**config.mk**
```make
export PLATFORM = sky130hd
export DESIGN_NAME = sram_mem_ctrl_flat
export DESIGN_NICKNAME = d
export VERILOG_FILES = /design/src/rtl/sram_mem_ctrl_pkg.sv /design/src/rtl/sram_mem_ctrl_if.sv /design/src/rtl/sram_mem_ctrl_rr_arbiter_2.sv /design/src/rtl/sram_mem_ctrl.sv /design/src/flat_wrapper.sv
export SDC_FILE = /design/constraint.sdc
export NUM_CORES = 1
export LEC_CHECK = 0
export ABC_AREA = 1
export CAP_MARGIN = 0
export CORE_MARGIN = 2
export CORE_UTILIZATION = 30
export CTS_CLUSTER_DIAMETER = 200
export CTS_CLUSTER_SIZE = 24
export DETAILED_ROUTE_END_ITERATION = 7
export GPL_TIMING_DRIVEN = 1
export SLEW_MARGIN = 20
export SYNTH_ARGS = -nofsm -noshare
export SYNTH_HDL_FRONTEND = slang
export SYNTH_SLANG_ARGS = --single-unit
```
**constraint.sdc**
```tcl
create_clock -name clk -period 11.4 [get_ports clk]
set_input_delay 3.42 -clock clk [delete_from_list [all_inputs] [get_ports clk]]
set_output_delay 3.42 -clock clk [all_outputs]
set_load 0.005 [all_outputs]
```
**src/rtl/sram_mem_ctrl_pkg.sv**
```systemverilog
// rtl/sram_mem_ctrl_pkg.sv - shared types and constants for the SRAM controller
package sram_mem_ctrl_pkg;

    localparam int ARCH = 32;

    typedef enum logic [1:0] {
        SZ_BYTE = 2'b00,
        SZ_HALF = 2'b01,
        SZ_WORD = 2'b10
    } mem_size_t;

    typedef enum logic [2:0] {
        IDLE,
        WR,
        RD,
        RDW,
        RMW_RD,
        RMW_WR,
        ERR
    } ctrl_state_t;

endpackage

```
**src/rtl/sram_mem_ctrl_if.sv**
```systemverilog
// rtl/sram_mem_ctrl_if.sv - requester, response and SRAM signal bundle
interface sram_mem_ctrl_if #(
    parameter int RAM_WIDTH = sram_mem_ctrl_pkg::ARCH,
    parameter int ADDR_W    = 12
);
    logic [1:0]                 req_valid_in;
    logic [1:0]                 req_ready_out;
    logic [1:0]                 req_we_in;
    logic [1:0][1:0]            req_size_in;
    logic [1:0][ADDR_W-1:0]     req_addr_in;
    logic [1:0][RAM_WIDTH-1:0]  req_wdata_in;

    logic                       rsp_valid_out;
    logic                       rsp_id_out;
    logic                       rsp_err_out;
    logic [RAM_WIDTH-1:0]       rsp_rdata_out;

    logic [ADDR_W-1:0]          ram_addr_a_out;
    logic [RAM_WIDTH-1:0]       ram_din_a_out;
    logic                       ram_we_a_out;
    logic [ADDR_W-1:0]          ram_addr_b_out;
    logic                       ram_en_b_out;
    logic [RAM_WIDTH-1:0]       ram_dout_b_in;

    // Requesters plus the SRAM itself sit on the master side.
    modport master (
        output req_valid_in, req_we_in, req_size_in, req_addr_in, req_wdata_in, ram_dout_b_in,
        input  req_ready_out, rsp_valid_out, rsp_id_out, rsp_err_out, rsp_rdata_out,
        input  ram_addr_a_out, ram_din_a_out, ram_we_a_out, ram_addr_b_out, ram_en_b_out
    );

    modport slave (
        input  req_valid_in, req_we_in, req_size_in, req_addr_in, req_wdata_in, ram_dout_b_in,
        output req_ready_out, rsp_valid_out, rsp_id_out, rsp_err_out, rsp_rdata_out,
        output ram_addr_a_out, ram_din_a_out, ram_we_a_out, ram_addr_b_out, ram_en_b_out
    );
endinterface

```
**src/rtl/sram_mem_ctrl_rr_arbiter_2.sv**
```systemverilog
// rtl/sram_mem_ctrl_rr_arbiter_2.sv - two-way round-robin arbiter with priority pointer
module rr_arbiter_2 (
    input  logic       clk,
    input  logic       rst,
    input  logic [1:0] i_valid,
    input  logic       i_advance,
    output logic [1:0] o_grant
);
    // 0: requester 0 wins a tie, 1: requester 1 wins a tie
    logic r_prio;

    // Lone requester always wins; on a tie the pointer decides.
    always_comb begin
        o_grant = i_valid;
        if (i_valid == 2'b11) begin
            o_grant = r_prio ? 2'b10 : 2'b01;
        end
    end

    // After serving requester i, hand the tie-break to the other one.
    always_ff @(posedge clk or posedge rst) begin
        if (rst) begin
            r_prio <= 1'b0;
        end else if (i_advance) begin
            r_prio <= o_grant[0];
        end
    end
endmodule

```
**src/rtl/sram_mem_ctrl.sv**
```systemverilog
// rtl/sram_mem_ctrl.sv - shares one SRAM between LSU and loader, byte/half stores via RMW
module sram_mem_ctrl import sram_mem_ctrl_pkg::*; #(
    parameter  int RAM_WIDTH = ARCH,
    parameter  int RAM_DEPTH = 4096,
    localparam int ADDR_W    = $clog2(RAM_DEPTH)
) (
    input  logic           clk,
    input  logic           rst,
    sram_mem_ctrl_if.slave bus
);
    ctrl_state_t           r_state, w_next_state;

    logic [1:0]            w_arb_valid;
    logic [1:0]            w_grant;
    logic                  w_accept;
    logic                  w_gid;

    logic                  w_req_we;
    logic [1:0]            w_req_size;
    logic [ADDR_W-1:0]     w_req_addr;
    logic [ADDR_W-1:0]     w_req_addr_al;
    logic [RAM_WIDTH-1:0]  w_req_wdata;
    logic                  w_misaligned;

    logic                  r_id;
    logic [1:0]            r_size;
    logic [ADDR_W-1:0]     r_addr;
    logic [RAM_WIDTH-1:0]  r_wdata;

    logic                  r_ram_we_a, w_ram_we_a;
    logic                  r_ram_en_b, w_ram_en_b;
    logic [ADDR_W-1:0]     r_ram_addr_a, w_ram_addr_a;
    logic [ADDR_W-1:0]     r_ram_addr_b, w_ram_addr_b;
    logic [RAM_WIDTH-1:0]  r_ram_din_a, w_ram_din_a;
    logic                  r_rsp_valid, w_rsp_valid;
    logic                  r_rsp_id, w_rsp_id;
    logic                  r_rsp_err, w_rsp_err;

    // Little-endian lane insert; the RAM has no byte enables.
    function automatic logic [RAM_WIDTH-1:0] store_merge(
        input logic [RAM_WIDTH-1:0] old_word,
        input logic [RAM_WIDTH-1:0] wdata,
        input logic [1:0]           size,
        input logic [1:0]           offset
    );
        logic [RAM_WIDTH-1:0] merged;
        merged = old_word;
        if (size == SZ_BYTE) begin
            merged[{offset, 3'b000} +: 8] = wdata[7:0];
        end else if (size == SZ_HALF) begin
            merged[{offset[1], 4'b0000} +: 16] = wdata[15:0];
        end else begin
            merged = wdata;
        end
        return merged;
    endfunction

    // Requests are only visible to the arbiter while nothing is in flight.
    assign w_arb_valid = (r_state == IDLE) ? bus.req_valid_in : 2'b00;

    rr_arbiter_2 u_arb (
        .clk       (clk),
        .rst       (rst),
        .i_valid   (w_arb_valid),
        .i_advance (w_accept),
        .o_grant   (w_grant)
    );

    assign bus.req_ready_out = w_grant;
    assign w_accept          = |w_grant;
    assign w_gid             = w_grant[1];

    assign w_req_we      = bus.req_we_in[w_gid];
    assign w_req_size    = bus.req_size_in[w_gid];
    assign w_req_addr    = bus.req_addr_in[w_gid];
    assign w_req_wdata   = bus.req_wdata_in[w_gid];
    assign w_req_addr_al = {w_req_addr[ADDR_W-1:2], 2'b00};

    // Loads ignore the low address bits; only stores can be misaligned.
    assign w_misaligned = w_req_we &
                          (((w_req_size == SZ_HALF) && w_req_addr[0]) ||
                           ((w_req_size != SZ_BYTE) && (w_req_size != SZ_HALF) &&
                            (w_req_addr[1:0] != 2'b00)));

    // State register.
    always_ff @(posedge clk or posedge rst) begin
        if (rst) begin
            r_state <= IDLE;
        end else begin
            r_state <= w_next_state;
        end
    end

    // Next state and next values of the registered RAM/response outputs.
    always_comb begin
        w_next_state = r_state;
        w_ram_we_a   = 1'b0;
        w_ram_en_b   = 1'b0;
        w_ram_addr_a = '0;
        w_ram_addr_b = '0;
        w_ram_din_a  = '0;
        w_rsp_valid  = 1'b0;
        w_rsp_id     = 1'b0;
        w_rsp_err    = 1'b0;
        case (r_state)
            IDLE: begin
                if (w_accept) begin
                    if (w_misaligned) begin
                        w_next_state = ERR;
                        w_rsp_valid  = 1'b1;
                        w_rsp_err    = 1'b1;
                        w_rsp_id     = w_gid;
                    end else if (!w_req_we) begin
                        w_next_state = RD;
                        w_ram_en_b   = 1'b1;
                        w_ram_addr_b = w_req_addr_al;
                    end else if ((w_req_size == SZ_BYTE) || (w_req_size == SZ_HALF)) begin
                        w_next_state = RMW_RD;
                        w_ram_en_b   = 1'b1;
                        w_ram_addr_b = w_req_addr_al;
                    end else begin
                        w_next_state = WR;
                        w_ram_we_a   = 1'b1;
                        w_ram_addr_a = w_req_addr_al;
                        w_ram_din_a  = w_req_wdata;
                        w_rsp_valid  = 1'b1;
                        w_rsp_id     = w_gid;
                    end
                end
            end
            RD: begin
                w_next_state = RDW;
                w_rsp_valid  = 1'b1;
                w_rsp_id     = r_id;
            end
            RMW_RD: begin
                w_next_state = RMW_WR;
                w_ram_we_a   = 1'b1;
                w_ram_addr_a = {r_addr[ADDR_W-1:2], 2'b00};
                w_rsp_valid  = 1'b1;
                w_rsp_id     = r_id;
            end
            WR, RDW, RMW_WR, ERR: begin
                w_next_state = IDLE;
            end
            default: begin
                w_next_state = IDLE;
            end
        endcase
    end

    // Capture the granted request so later req_* changes cannot disturb it.
    always_ff @(posedge clk or posedge rst) begin
        if (rst) begin
            r_id    <= 1'b0;
            r_size  <= 2'b00;
            r_addr  <= '0;
            r_wdata <= '0;
        end else if (w_accept) begin
            r_id    <= w_gid;
            r_size  <= w_req_size;
            r_addr  <= w_req_addr;
            r_wdata <= w_req_wdata;
        end
    end

    // Output registers; reset clears them at once so an aborted RMW cannot write.
    always_ff @(posedge clk or posedge rst) begin
        if (rst) begin
            r_ram_we_a   <= 1'b0;
            r_ram_en_b   <= 1'b0;
            r_ram_addr_a <= '0;
            r_ram_addr_b <= '0;
            r_ram_din_a  <= '0;
            r_rsp_valid  <= 1'b0;
            r_rsp_id     <= 1'b0;
            r_rsp_err    <= 1'b0;
        end else begin
            r_ram_we_a   <= w_ram_we_a;
            r_ram_en_b   <= w_ram_en_b;
            r_ram_addr_a <= w_ram_addr_a;
            r_ram_addr_b <= w_ram_addr_b;
            r_ram_din_a  <= w_ram_din_a;
            r_rsp_valid  <= w_rsp_valid;
            r_rsp_id     <= w_rsp_id;
            r_rsp_err    <= w_rsp_err;
        end
    end

    // Read data arrives in the same cycle it is consumed, so the merged store word
    // and the load data are steered from the RAM output by the registered state.
    assign bus.ram_din_a_out  = (r_state == RMW_WR) ?
                                store_merge(bus.ram_dout_b_in, r_wdata, r_size, r_addr[1:0]) :
                                r_ram_din_a;
    assign bus.rsp_rdata_out  = (r_state == RDW) ? bus.ram_dout_b_in : '0;

    assign bus.ram_we_a_out   = r_ram_we_a;
    assign bus.ram_en_b_out   = r_ram_en_b;
    assign bus.ram_addr_a_out = r_ram_addr_a;
    assign bus.ram_addr_b_out = r_ram_addr_b;
    assign bus.rsp_valid_out  = r_rsp_valid;
    assign bus.rsp_id_out     = r_rsp_id;
    assign bus.rsp_err_out    = r_rsp_err;
endmodule

```
**src/flat_wrapper.sv**
```systemverilog
// flat-port wrapper written by rule: the top's interface ports become plain ports
module sram_mem_ctrl_flat import sram_mem_ctrl_pkg::*;
#(
    parameter  int RAM_WIDTH = ARCH,
    parameter  int RAM_DEPTH = 4096,
    localparam int ADDR_W    = $clog2(RAM_DEPTH)
)
  (clk, rst, bus_req_valid_in, bus_req_we_in, bus_req_size_in, bus_req_addr_in, bus_req_wdata_in, bus_ram_dout_b_in, bus_req_ready_out, bus_rsp_valid_out, bus_rsp_id_out, bus_rsp_err_out, bus_rsp_rdata_out, bus_ram_addr_a_out, bus_ram_din_a_out, bus_ram_we_a_out, bus_ram_addr_b_out, bus_ram_en_b_out);
  sram_mem_ctrl_if #(.RAM_WIDTH(RAM_WIDTH)) bus_i ();
  input  logic clk;
  input  logic rst;
  input wire logic [$bits(bus_i.req_valid_in)-1:0] bus_req_valid_in;
  input wire logic [$bits(bus_i.req_we_in)-1:0] bus_req_we_in;
  input wire logic [$bits(bus_i.req_size_in)-1:0] bus_req_size_in;
  input wire logic [$bits(bus_i.req_addr_in)-1:0] bus_req_addr_in;
  input wire logic [$bits(bus_i.req_wdata_in)-1:0] bus_req_wdata_in;
  input wire logic [$bits(bus_i.ram_dout_b_in)-1:0] bus_ram_dout_b_in;
  output wire logic [$bits(bus_i.req_ready_out)-1:0] bus_req_ready_out;
  output wire logic [$bits(bus_i.rsp_valid_out)-1:0] bus_rsp_valid_out;
  output wire logic [$bits(bus_i.rsp_id_out)-1:0] bus_rsp_id_out;
  output wire logic [$bits(bus_i.rsp_err_out)-1:0] bus_rsp_err_out;
  output wire logic [$bits(bus_i.rsp_rdata_out)-1:0] bus_rsp_rdata_out;
  output wire logic [$bits(bus_i.ram_addr_a_out)-1:0] bus_ram_addr_a_out;
  output wire logic [$bits(bus_i.ram_din_a_out)-1:0] bus_ram_din_a_out;
  output wire logic [$bits(bus_i.ram_we_a_out)-1:0] bus_ram_we_a_out;
  output wire logic [$bits(bus_i.ram_addr_b_out)-1:0] bus_ram_addr_b_out;
  output wire logic [$bits(bus_i.ram_en_b_out)-1:0] bus_ram_en_b_out;
  assign bus_i.req_valid_in = bus_req_valid_in;
  assign bus_i.req_we_in = bus_req_we_in;
  assign bus_i.req_size_in = bus_req_size_in;
  assign bus_i.req_addr_in = bus_req_addr_in;
  assign bus_i.req_wdata_in = bus_req_wdata_in;
  assign bus_i.ram_dout_b_in = bus_ram_dout_b_in;
  assign bus_req_ready_out = bus_i.req_ready_out;
  assign bus_rsp_valid_out = bus_i.rsp_valid_out;
  assign bus_rsp_id_out = bus_i.rsp_id_out;
  assign bus_rsp_err_out = bus_i.rsp_err_out;
  assign bus_rsp_rdata_out = bus_i.rsp_rdata_out;
  assign bus_ram_addr_a_out = bus_i.ram_addr_a_out;
  assign bus_ram_din_a_out = bus_i.ram_din_a_out;
  assign bus_ram_we_a_out = bus_i.ram_we_a_out;
  assign bus_ram_addr_b_out = bus_i.ram_addr_b_out;
  assign bus_ram_en_b_out = bus_i.ram_en_b_out;
  sram_mem_ctrl #(.RAM_WIDTH(RAM_WIDTH), .RAM_DEPTH(RAM_DEPTH)) u_core (.clk(clk), .rst(rst), .bus(bus_i));
endmodule
```
==> metrics, run 1 <==
CTS tree=yes; Detailed Routing Iterations Pass 1=6; cell area power density=214.7 mW/mm^2; FF-to-FF setup slack=8210 ps; htree depth=3; DR DRC count=0; outcome=finished, final reports clean; Die X=about 150 microns; Clk pin slew, worst setup/hold paths=70 ps; Post-Syn Area per Cell=7.303 sq um; Worst Slack Setup Final=about 2700 ps; RSZ-0062 raised after global routing=no; area grow syn2layout=41.60%; die area=0.02191 sq mm; gr ovfl total=0; Final #Nets=1169; Inserted Clock Buffers=9; Inserted Diodes=0; worst rel slew slack=31.80%; Syn Inst Count=852; postcts setup bufs=0; final hold violation count=0; Final setup viols=0; Synth cell types=38; share of the yosys chip area belonging to registers=43.43%; Hold Crit Class=reg -> reg; Via Count=6496; initial core utilization=30.65%; cts repair resizes=0; # hold bufs at CTS=0; Placed Cells=1293; critical path class=in -> out; Final Wtd Congestion=0.8692; Cell Count, Final, Fillers Out=1309; largest net degree at the start of global routing=82; CP top delay family=buffers and inverters; Max Root-Sink Buffers=2; CP most frequent cell=clkdlybuf4s50_1; register bit total from synthesis=108; final max-slew violation count=0; CP peak stage delay=540 ps; worst reg2reg path depth=11; clk root buf=clkbuf_16; core area=0.02030 sq mm; Worst path slowest cell=clkdlybuf4s50_1; HPWL Detailed=roughly 16000 microns; final hold slack=472.6 ps; share of cells above drive strength 1=5.390%; Lkg Pwr=3.994 nW; pre-CTS setup slack=2676 ps; Cell Chain, Critical Path=clkdlybuf4s50_1 > inv_1 > a21oi_4 > nand2_8 > inv_4 > clkdlybuf4s50_1; DP Area=0.008536 sq mm; yosys warns=0; CP Launch Type=primary input; fin util=43.40%; # rows=between 50 and 60; port bufs=220; overall power=1.891 mW; Final Cell Area=0.008811 sq mm; io pins=between 200 and 250; post-route ant nets=0; period utilization=about three quarters; DRT iter0 DRCs=436; Crit path depth=6; worst skew pair latency=360 ps; initial antenna violation count=0; Die Height=148.0 microns; CP required=7980 ps; Reg-to-Reg End=u_core.bus.ram_addr_b_out[2]$_DFF_PP0_; worst-path maximum fanout=81; crit path to=bus_req_ready_out[1]; first-pass GRT wire length=34270 microns; Buf/Inv on CP=4; Worst Setup SP=bus_req_valid_in[1]; total negative slack=0 ps; vias per cell=4.963; Worst Setup End Kind=output pin; maxcap violations=0; WL final=22470 microns; GRT Overall Usage=20.25%; critical path data arrival time=5260 ps; minimum clock period=8676 ps; Worst Clk Skew=10.59 ps; vias in the first global route=~6100; reg2reg start=u_core.r_state[1]$_DFFE_PP0P_; CTS sink cnt=108; highest clock rate=0.1153 GHz; measured slew at the worst slew-check pin=slightly above 1000 ps; cell area after synthesis=0.006222 sq mm; wire length per cell=17.17 microns; IR drop worst, VDD=0.00008764 V
[sequential cells by signal, summed over array words and instances, names as in the netlist, 2 cells and up]
signal                     count
u_core.r_state                 3
u_core.r_addr                 12
u_core.bus.ram_addr_a_out     10
u_core.r_ram_din_a            32
u_core.r_size                  2
u_core.r_wdata                32
u_core.bus.ram_addr_b_out     10
[metal layers]
layer	vias up	track usage, %	share of wire, %
li1	3135	-	-
met4	0	8.429	3.4
met2	331	31.85	45
met1	2976	26.36	42
met5	-	0	0
met3	54	5.494	10
[worst register-to-register path, delay by kind of cell, from the launching register on]
family / cells / cell delay, ps
buffers and inverters: 5 / 1670
AND/OR/NAND/NOR: 6 / 1030
flip-flops: 1 / 430
[synth_stat cells]
cell,n,area (sq um)
ha_1,5,62.56
nor2_8,1,20.02
nand3_4,1,17.52
nand3_1,33,165.2
inv_4,1,6.260
o21ai_0,123,615.6
conb_1,1,3.750
a211oi_1,6,45.04
a21oi_1,50,250.2
o221ai_1,8,70.07
o22ai_1,25,156.4
nor3_2,1,10.01
inv_2,4,15.01
buf_6,5,56.30
nand2_1,193,724.4
nand3_2,1,10.01
nand2_2,4,25.02
or2_1,1,6.260
nor2_1,95,356.6
buf_4,6,45.04
nand2_4,2,22.52
nand2_8,1,20.02
mux2i_1,2,20.02
clkbuf_1,32,120.1
inv_1,85,319.1
a21oi_4,1,16.27
buf_2,12,60.06
a21boi_0,2,15.01
or2_2,10,62.56
nand4_1,2,12.51
nor2_2,5,31.28
dfrtp_1,108,2703
nor2_4,2,22.52
nor3_1,10,50.05
a31oi_1,6,37.54
o21ai_4,1,16.27
buf_1,2,7.510
o21ai_1,5,25.02
[worst min-delay path by stage]
stage	slack, ps	depth (start not counted)	from	to
after floorplan	440	2	u_core.r_id$_DFFE_PP0N_	u_core.r_id$_DFFE_PP0N_
after global placement	450	2	u_core.r_id$_DFFE_PP0N_	u_core.r_id$_DFFE_PP0N_
after detailed placement	460	2	u_core.r_id$_DFFE_PP0N_	u_core.r_id$_DFFE_PP0N_
after CTS	480	2	u_core.r_id$_DFFE_PP0N_	u_core.r_id$_DFFE_PP0N_
after global routing	500	2	u_core.r_addr[8]$_DFFE_PP0N_	u_core.bus.ram_addr_a_out[8]$_DFF_PP0_
final	470	2	u_core.r_id$_DFFE_PP0N_	u_core.r_id$_DFFE_PP0N_
[cells in the final DEF, fill, tap and decap left out, types with 5 or more instances in the layout]
cell type,netlist,final
clkdlybuf4s50_1,0,220
nand3_1,33,33
buf_4,6,5
ha_1,5,5
o221ai_1,8,8
o21ai_0,123,123
or2_2,10,10
clkbuf_16,0,9
o22ai_1,25,25
dfrtp_1,108,108
nand2_1,193,193
inv_1,85,84
a21oi_1,50,50
o21ai_1,5,5
a31oi_1,6,6
nor3_1,10,10
a211oi_1,6,6
nor2_1,95,95
[report_power, final]
part	leakage [nW]	switching [mW]	total [mW]	internal, mW
Combinational	2.47	0.623	0.983	0.360
Sequential	1.40	0.0985	0.607	0.508
Clock	0.129	0.151	0.302	0.150
Total	3.99	0.873	1.89	1.02
[final cells by class]
| cell class | instances | area (sq um) |
|---|---|---|
| clock inverters | 6 | 46.29 |
| clock buffers | 10 | 229.0 |
| repair buffers | 225 | 2240 |
| flip-flops and latches | 108 | 2703 |
| inverters | 90 | 342.8 |
| well taps | 270 | 337.8 |
| multi-input cells | 600 | 2913 |
| fillers | 2106 | 11490 |
[kinds of logic (layout without fill, tap and decap cells)]
logic type	after synthesis	after routing	synth area share, %
multiplexers	2	2	0.3218
buffers and inverters	147	331	10.11
AND/OR/NAND/NOR	362	362	25.02
other	1	4	0.06027
flip-flops	108	108	43.43
AO/OA/AOI/OAI	227	227	20.05
adder cells (fa/ha/maj)	5	5	1.005
No activity file was read; power rests on OpenSTA's default activity.
==> run 2: changes to the inputs <==
clock period = 8.7 ns   (was 11.4 ns; I/O delays follow)
==> run 2 against run 1 <==
Sequential power is 31% higher; sequential share of layout area hardly changed; critical path type unchanged; largest power group unchanged; critical endpoint unchanged; via count is 0.22% lower.
==> metrics, run 2 (synthesis results as in run 1) <==
worst rel slew slack=29.47%; CP Launch Type=primary input; Hold Crit Class=reg -> reg; commonest non-fill, non-tap cell in the layout=clkdlybuf4s50_1; cts repair resizes=0; Regs by FF count=u_core.r_ram_din_a: 32 flops, u_core.r_wdata: 32 flops, u_core.r_addr: 12 flops; worst-path maximum fanout=81; met2 Resource Use GR=31.78%; Inserted Clock Buffers=9; DRT iter0 DRCs=around 440; initial antenna violation count=0; clk root buf=clkbuf_16; Worst Clk Skew=between 8 and 9 ps; die area=0.02191 sq mm; fill count=2081; cell area power density=281.3 mW/mm^2; GRT met1 Usage=27.28%; final hold violation count=0; postcts setup bufs=0; CP most frequent cell=clkdlybuf4s50_1; HPWL Detailed=roughly 16000 microns; Final #Nets=1169; GR Layer Usage met3=5.154%; htree depth=3; vias in the first global route=6113; Cell Chain, Critical Path=clkdlybuf4s50_1 > inv_1 > a21oi_4 > nand2_8 > inv_4 > clkdlybuf4s50_1; critical path class=in -> out; # hold bufs at CTS=0; core area=approximately 0.02 sq mm; worst reg2reg path depth=11; DR DRC count=0; area grow syn2layout=41.66%; maxcap violations=0; measured slew at the worst slew-check pin=roughly 1100 ps; busiest grt layer=met2; CTS sink cnt=108; RSZ-0062 raised after global routing=no; final max-slew violation count=0; Lkg Pwr=around 4.0 nW; Final setup viols=0; vias per cell=slightly below 5; largest net degree at the start of global routing=82; io pins=225; hold path depth=2; CTS tree=yes; port bufs=220; wire length per cell=roughly 17 microns; worst skew pair latency=360 ps; outcome=finished, final reports clean; minimum clock period=7055 ps; critical path data arrival time=4450 ps; total negative slack=0 ps; Worst Setup End Kind=output pin; share of cells above drive strength 1=between 5 and 6%; Via Count=6482; Inserted Diodes=0; WL final=approximately 22000 microns; period utilization=81.10%; gr ovfl total=0; post-route ant nets=0; most frequent cells in the layout=clkdlybuf4s50_1 (220), nand2_1 (193), o21ai_0 (123); pre-CTS setup slack=1602 ps; Max Root-Sink Buffers=2; GRT Overall Usage=20.30%; IR drop worst, VDD=0.0001892 V; Final Wtd Congestion=0.8696; Clk pin slew, worst setup/hold paths=~70 ps; Die X=~150 microns; first-pass GRT wire length=34420 microns; highest clock rate=around 0.14 GHz; initial core utilization=between 30% and 40%; CP required=6090 ps; # rows=52; Detailed Routing Iterations Pass 1=7; Die Height=between 100 and 150 microns; Worst path slowest cell=clkdlybuf4s50_1; CP peak stage delay=approximately 540 ps; Worst Slack Setup Final=approximately 1600 ps
==> run 2: metal layers <==
metal / part of all wire, % / vias up
met2: 45 / 304
met4: 2.6 / 0
met1: 43 / 3019
met5: 0 / -
met3: 9.5 / 37
li1: - / 3122
==> run 2: metrics by stage <==
step	hold slack (ps)	cell area, sq um	power (mW)	utilization (%)	cells
after floorplan	435.6	6233	1.583	-	855
after global placement	448.7	8536	2.072	42.05	1293
after detailed placement	461.7	8536	2.082	42.05	1293
after CTS	480.7	8815	2.487	43.42	1309
after global routing	496.2	8815	2.680	43.42	1309
final	480.2	8815	2.479	43.42	1309
==> run 2: where the power goes <==
group | internal (mW) | switching (mW)
Sequential | 0.666 | 0.128
Combinational | 0.471 | 0.816
Clock | 0.203 | 0.194
==> run 2: layout make-up <==
class	instances	area (sq um)	share of cell area [%]
Timing Repair Buffer	225	2240	25.41
Inverter	90	342.8	3.889
Clock buffer	11	242.7	2.754
Multi-Input combinational cell	600	2913	33.04
Sequential cell	108	2703	30.66
Clock inverter	5	36.28	0.4116
Tap cell	270	337.8	3.833
==> run 2: final timing paths <==
kind	from	to	slack, ps
worst max-delay path	bus_req_valid_in[1]	bus_req_ready_out[1]	1640
min in group asynchronous	rst	u_core.bus.ram_addr_b_out[11]$_DFF_PP0_	2690
max in group asynchronous	rst	u_core.r_ram_din_a[3]$_DFF_PP0_	4770
worst max register to register	u_core.r_state[1]$_DFFE_PP0P_	u_core.bus.ram_addr_b_out[2]$_DFF_PP0_	5440
worst min register to register	u_core.r_addr[8]$_DFFE_PP0N_	u_core.bus.ram_addr_a_out[8]$_DFF_PP0_	480
worst min-delay path	u_core.r_addr[8]$_DFFE_PP0N_	u_core.bus.ram_addr_a_out[8]$_DFF_PP0_	480
==> run 2: worst max-delay path, delay by kind of cell <==
kind | cells | cell delay, ps
buffers and inverters | 4 | 1310
and+or+nand+nor | 1 | 290
AOI/OAI and AO/OA | 1 | 220
==> run 3: changes to the inputs <==
clock period = 5.77 ns   (was 8.7 ns; I/O delays follow)
==> run 3 against run 2 <==
Core utilization up 0.72 points; global-route usage up 0.13 points; via count up 0.15%; clock skew down 3.5 ps; setup slack worse by 980 ps; clock power up 81%; cell count up 0.84%; sequential power up 49%; critical path depth unchanged; sequential cell count unchanged; total power up 57%; cell area up 1.6%.
==> metrics, run 3 (synthesis results as in run 1) <==
outcome=finished, final reports clean; period utilization=88.50%; GRT Overall Usage=20.44%; Worst Slack Setup Final=663.7 ps; HPWL Detailed=between 15000 and 20000 microns; measured slew at the worst slew-check pin=1019 ps; vias in the first global route=6172; minimum clock period=slightly above 5000 ps; Final Wtd Congestion=0.8877; highest clock rate=0.1958 GHz; initial antenna violation count=0; post-route ant nets=0; hold path depth=2; Final #Nets=between 1000 and 1500; Inserted Clock Buffers=9; Worst Setup End Kind=output pin; share of cells above drive strength 1=6.381%; io pins=225; total negative slack=0 ps; RSZ-0062 raised after global routing=no; pre-CTS setup slack=660.7 ps; WL final=22410 microns; wire length per cell=16.98 microns; DRT iter0 DRCs=454; largest net degree at the start of global routing=81; worst-path maximum fanout=3; postcts setup bufs=0; Die Height=about 150 microns; vias per cell=4.918; core area=around 0.02 sq mm; CTS tree=yes; fill count=2080; worst skew pair latency=350 ps; final hold violation count=0; worst rel slew slack=31.79%; Hold Crit Class=reg -> reg; cell area power density=435.1 mW/mm^2; port bufs=220; DR DRC count=0; Regs by FF count=u_core.r_ram_din_a: 32 flops, u_core.r_wdata: 32 flops, u_core.r_addr: 12 flops; commonest non-fill, non-tap cell in the layout=clkdlybuf4s50_1; Clk pin slew, worst setup/hold paths=approximately 70 ps; first-pass GRT wire length=roughly 35000 microns; clk root buf=clkbuf_16; final max-slew violation count=0; most frequent cells in the layout=clkdlybuf4s50_1 (220), nand2_1 (193), o21ai_0 (123); CTS sink cnt=108; Die X=148.0 microns; Detailed Routing Iterations Pass 1=5; die area=0.02191 sq mm; initial core utilization=30.65%; # rows=52; # hold bufs at CTS=0; overall power=between 3 and 4 mW; critical path data arrival time=3380 ps; critical path class=in -> out; gr ovfl total=0; IR drop worst, VDD=0.0001742 V; Inserted Diodes=0; CP Launch Type=primary input; Via Count=6492; Max Root-Sink Buffers=2; Lkg Pwr=approximately 4.1 nW; Worst Clk Skew=5.108 ps; cts repair resizes=0; maxcap violations=0; worst reg2reg path depth=11; CP required=4040 ps; Final setup viols=0; htree depth=3; area grow syn2layout=44.00%
==> run 3: cell types whose count changed in the layout (fill, tap and decap cells not counted) <==
cell,delta
buf_4,+11
bufinv_16,+3
clkbuf_8,-1
clkinv_2,-1
inv_6,-1
==> run 3: report_power, final <==
group	switching [mW]	internal [mW]	total, mW
Clock	0.292	0.425	0.717
Sequential	0.173	1.00	1.18
Combinational	1.26	0.748	2.00
Total	1.72	2.18	3.90
==> run 3: path summary, 6_finish.rpt <==
| path | slack, ps | to | start |
|---|---|---|---|
| max | 660 | bus_ram_din_a_out[28] | bus_ram_dout_b_in[28] |
| min | 470 | u_core.r_id$_DFFE_PP0N_ | u_core.r_id$_DFFE_PP0N_ |
| max reg2reg | 3110 | u_core.bus.ram_addr_a_out[4]$_DFF_PP0_ | u_core.r_state[1]$_DFFE_PP0P_ |
| min reg2reg | 470 | u_core.r_id$_DFFE_PP0N_ | u_core.r_id$_DFFE_PP0N_ |
| max in group asynchronous | 3030 | u_core.r_ram_din_a[7]$_DFF_PP0_ | rst |
| min in group asynchronous | 1850 | u_core.bus.ram_en_b_out$_DFF_PP0_ | rst |
==> run 3: worst max-delay path, stage by stage <==
cell             delay, ps
clkdlybuf4s50_1        460
inv_1                   90
o22ai_1                160
nand2_1                 80
a31oi_1                290
clkdlybuf4s50_1        560
==> run 3: per-stage QoR <==
stage,hold WS [ps],utilization [%],std cells,instance area [sq um]
global placement,456.1,42.46,1304,8618
floorplan,435.6,-,855,6233
detailed placement,457.1,42.46,1304,8618
global route,505.5,44.14,1320,8960
finish,474.2,44.14,1320,8960
CTS,475.1,44.14,1320,8960
==> run 3: final cells by class <==
| cell class | instances | area, sq um | area share (%) |
|---|---|---|---|
| Inverter | 90 | 342.8 | 3.826 |
| Multi-Input combinational cell | 600 | 2913 | 32.51 |
| Clock buffer | 10 | 229.0 | 2.556 |
| Timing Repair Buffer | 236 | 2322 | 25.92 |
| Tap cell | 270 | 337.8 | 3.770 |
| Clock inverter | 6 | 112.6 | 1.257 |
| Sequential cell | 108 | 2703 | 30.16 |
==> run 3: per-layer routing <==
layer | up-vias | routed length [microns] | GRT usage, %
li1 | 3151 | - | -
met1 | 3021 | 9464 | 26.52
met2 | 291 | 10380 | 33.61
met3 | 29 | 2187 | 5.556
met4 | 0 | 379 | 5.667
met5 | - | 0 | 0
==> RTL edit, RTL diff (settings of run 2) <==
The 7 states of `ctrl_state_t` get a one-hot encoding in 7 bits.
--- a/src/rtl/sram_mem_ctrl_pkg.sv
+++ b/src/rtl/sram_mem_ctrl_pkg.sv
@@ -10,12 +10,12 @@
     } mem_size_t;
 
-    typedef enum logic [2:0] {
-        IDLE,
-        WR,
-        RD,
-        RDW,
-        RMW_RD,
-        RMW_WR,
-        ERR
+    typedef enum logic [6:0] {
+        IDLE   = 7'b0000001,
+        WR     = 7'b0000010,
+        RD     = 7'b0000100,
+        RDW    = 7'b0001000,
+        RMW_RD = 7'b0010000,
+        RMW_WR = 7'b0100000,
+        ERR    = 7'b1000000
     } ctrl_state_t;
 
Formal check against the unedited RTL: same outputs for any inputs over 4 cycles, from zero or initial values and one cycle with rst high; so few cycles prove little.
==> RTL edit against run 2 <==
- sequential cell count grew 4
- clock power grew 10%
- setup slack gained 0.20 ns
- global-route usage grew 0.51 points
- register-to-register slack gained 0.24 ns
- final area grew 2.4%
- sequential power grew 2%
- critical endpoint is now bus_ram_din_a_out[29]
- routed wire length grew 4.4%
- combinational power grew 6%
- power grew 5.5%
- fmax grew 2.9%
- area after synthesis grew 2.8%
==> RTL edit: results (changes against run 2) <==
metric	value	unit	change
arrival	4.25	ns	-0.20 ns
finalWeightedCongestion	0.874		+0.49%
p_leak	4.13	nW	+3.5%
grt_max_degree	76		-7.3%
critPathMaxStageDelay	0.56	ns	+0.02 ns
status	complete, no violations		
wire_per_inst	17.5	um	+2.3%
seq_area_frac_synth	43.8	%	+0.39 points
gr-usage-met3	4.94	%	-0.22 points
r2r_setup_slack	5.68	ns	+0.24 ns
drive_above_1_share	7.16	%	+1.8 points
dp_cells	1323		+2.3%
grt_util_met1	27.7	%	+0.41 points
r2r_end	u_core.r_ram_din_a[30]$_DFF_PP0_		
dpl_worst_slack	1.84	ns	+0.236 ns
via_count	6487		+0.077%
grt_usage	20.8	%	+0.51 points
netlist_instances	876		+2.8%
min_to	u_core.bus.ram_addr_a_out[6]$_DFF_PP0_		
grt_pass1_wl	35600	um	+3.3%
fin_crit	6.86	ns	-0.198 ns
setup.worst_path.start	bus_ram_dout_b_in[29]		
synth_adder_area_share	0.978	%	-0.028 points
endpoint	bus_ram_din_a_out[29]		
antenna_found_initial	1		+1
ys_top_cells_by_count	204 x nand2_1, 127 x o21ai_0, 111 x dfrtp_1		
synth.area.top_cells	dfrtp_1 43%, nand2_1 12%, o21ai_0 9.9%		
dr.pass1.iters	5		-2
worstMarginPinSlew	1.01	ns	-0.0435 ns
[RTL edit: cell types whose count changed in the layout (fill, tap and decap cells not counted), moves of 6 or more]
| cell | before | now |
|---|---|---|
| nor3_1 | 10 | 4 |
| a21oi_1 | 50 | 44 |
| or2_2 | 10 | 4 |
| nand2_1 | 193 | 204 |
| nor2_2 | 4 | 33 |
| a211oi_1 | 6 | 0 |
| o22ai_1 | 25 | 15 |
| or2_0 | 0 | 9 |
| inv_1 | 84 | 78 |
[RTL edit: final cells by class]
class                   count  area (um^2)
fillers                  2191        11900
clock buffers               9          225
multi-input cells         623         3000
repair buffers            228         2270
well taps                 275          344
flip-flops and latches    112         2800
clock inverters             4         72.6
inverters                  85          322
[RTL edit: cell families (layout without fill, tap and decap cells)]
logic type / Yosys count / in the layout
AND/OR/NAND/NOR: 391 / 391
AO/OA/AOI/OAI: 222 / 222
buffers and inverters: 144 / 326
flip-flops: 112 / 112
adder cells (fa/ha/maj): 5 / 5
other: 1 / 4
multiplexers: 1 / 1
[RTL edit: routing by layer]
metal / wire length [um] / vias up / part of all wire (%)
met3: 1810 / 32 / 7.7
met1: 10500 / 2990 / 45
met2: 10600 / 272 / 45
met5: 13 / - / 0.056
met4: 443 / 2 / 1.9
li1: - / 3191 / -
[RTL edit: through the flow]
step	power [mW]	instance area, um^2	hold WS [ns]
after global routing	2.83	9030	0.503
after floorplan	1.68	6410	0.436
final	2.62	9030	0.477
after CTS	2.64	9030	0.481
after detailed placement	2.19	8730	0.463
after global placement	2.18	8730	0.457
[RTL edit: report_power, final]
part           internal [mW]  leakage (nW)  total, mW  switching (mW)
clock                  0.247         0.143      0.437           0.190
combinational          0.458          2.53       1.37           0.909
sequential             0.691          1.46      0.811           0.119
total                   1.40          4.13       2.62            1.22
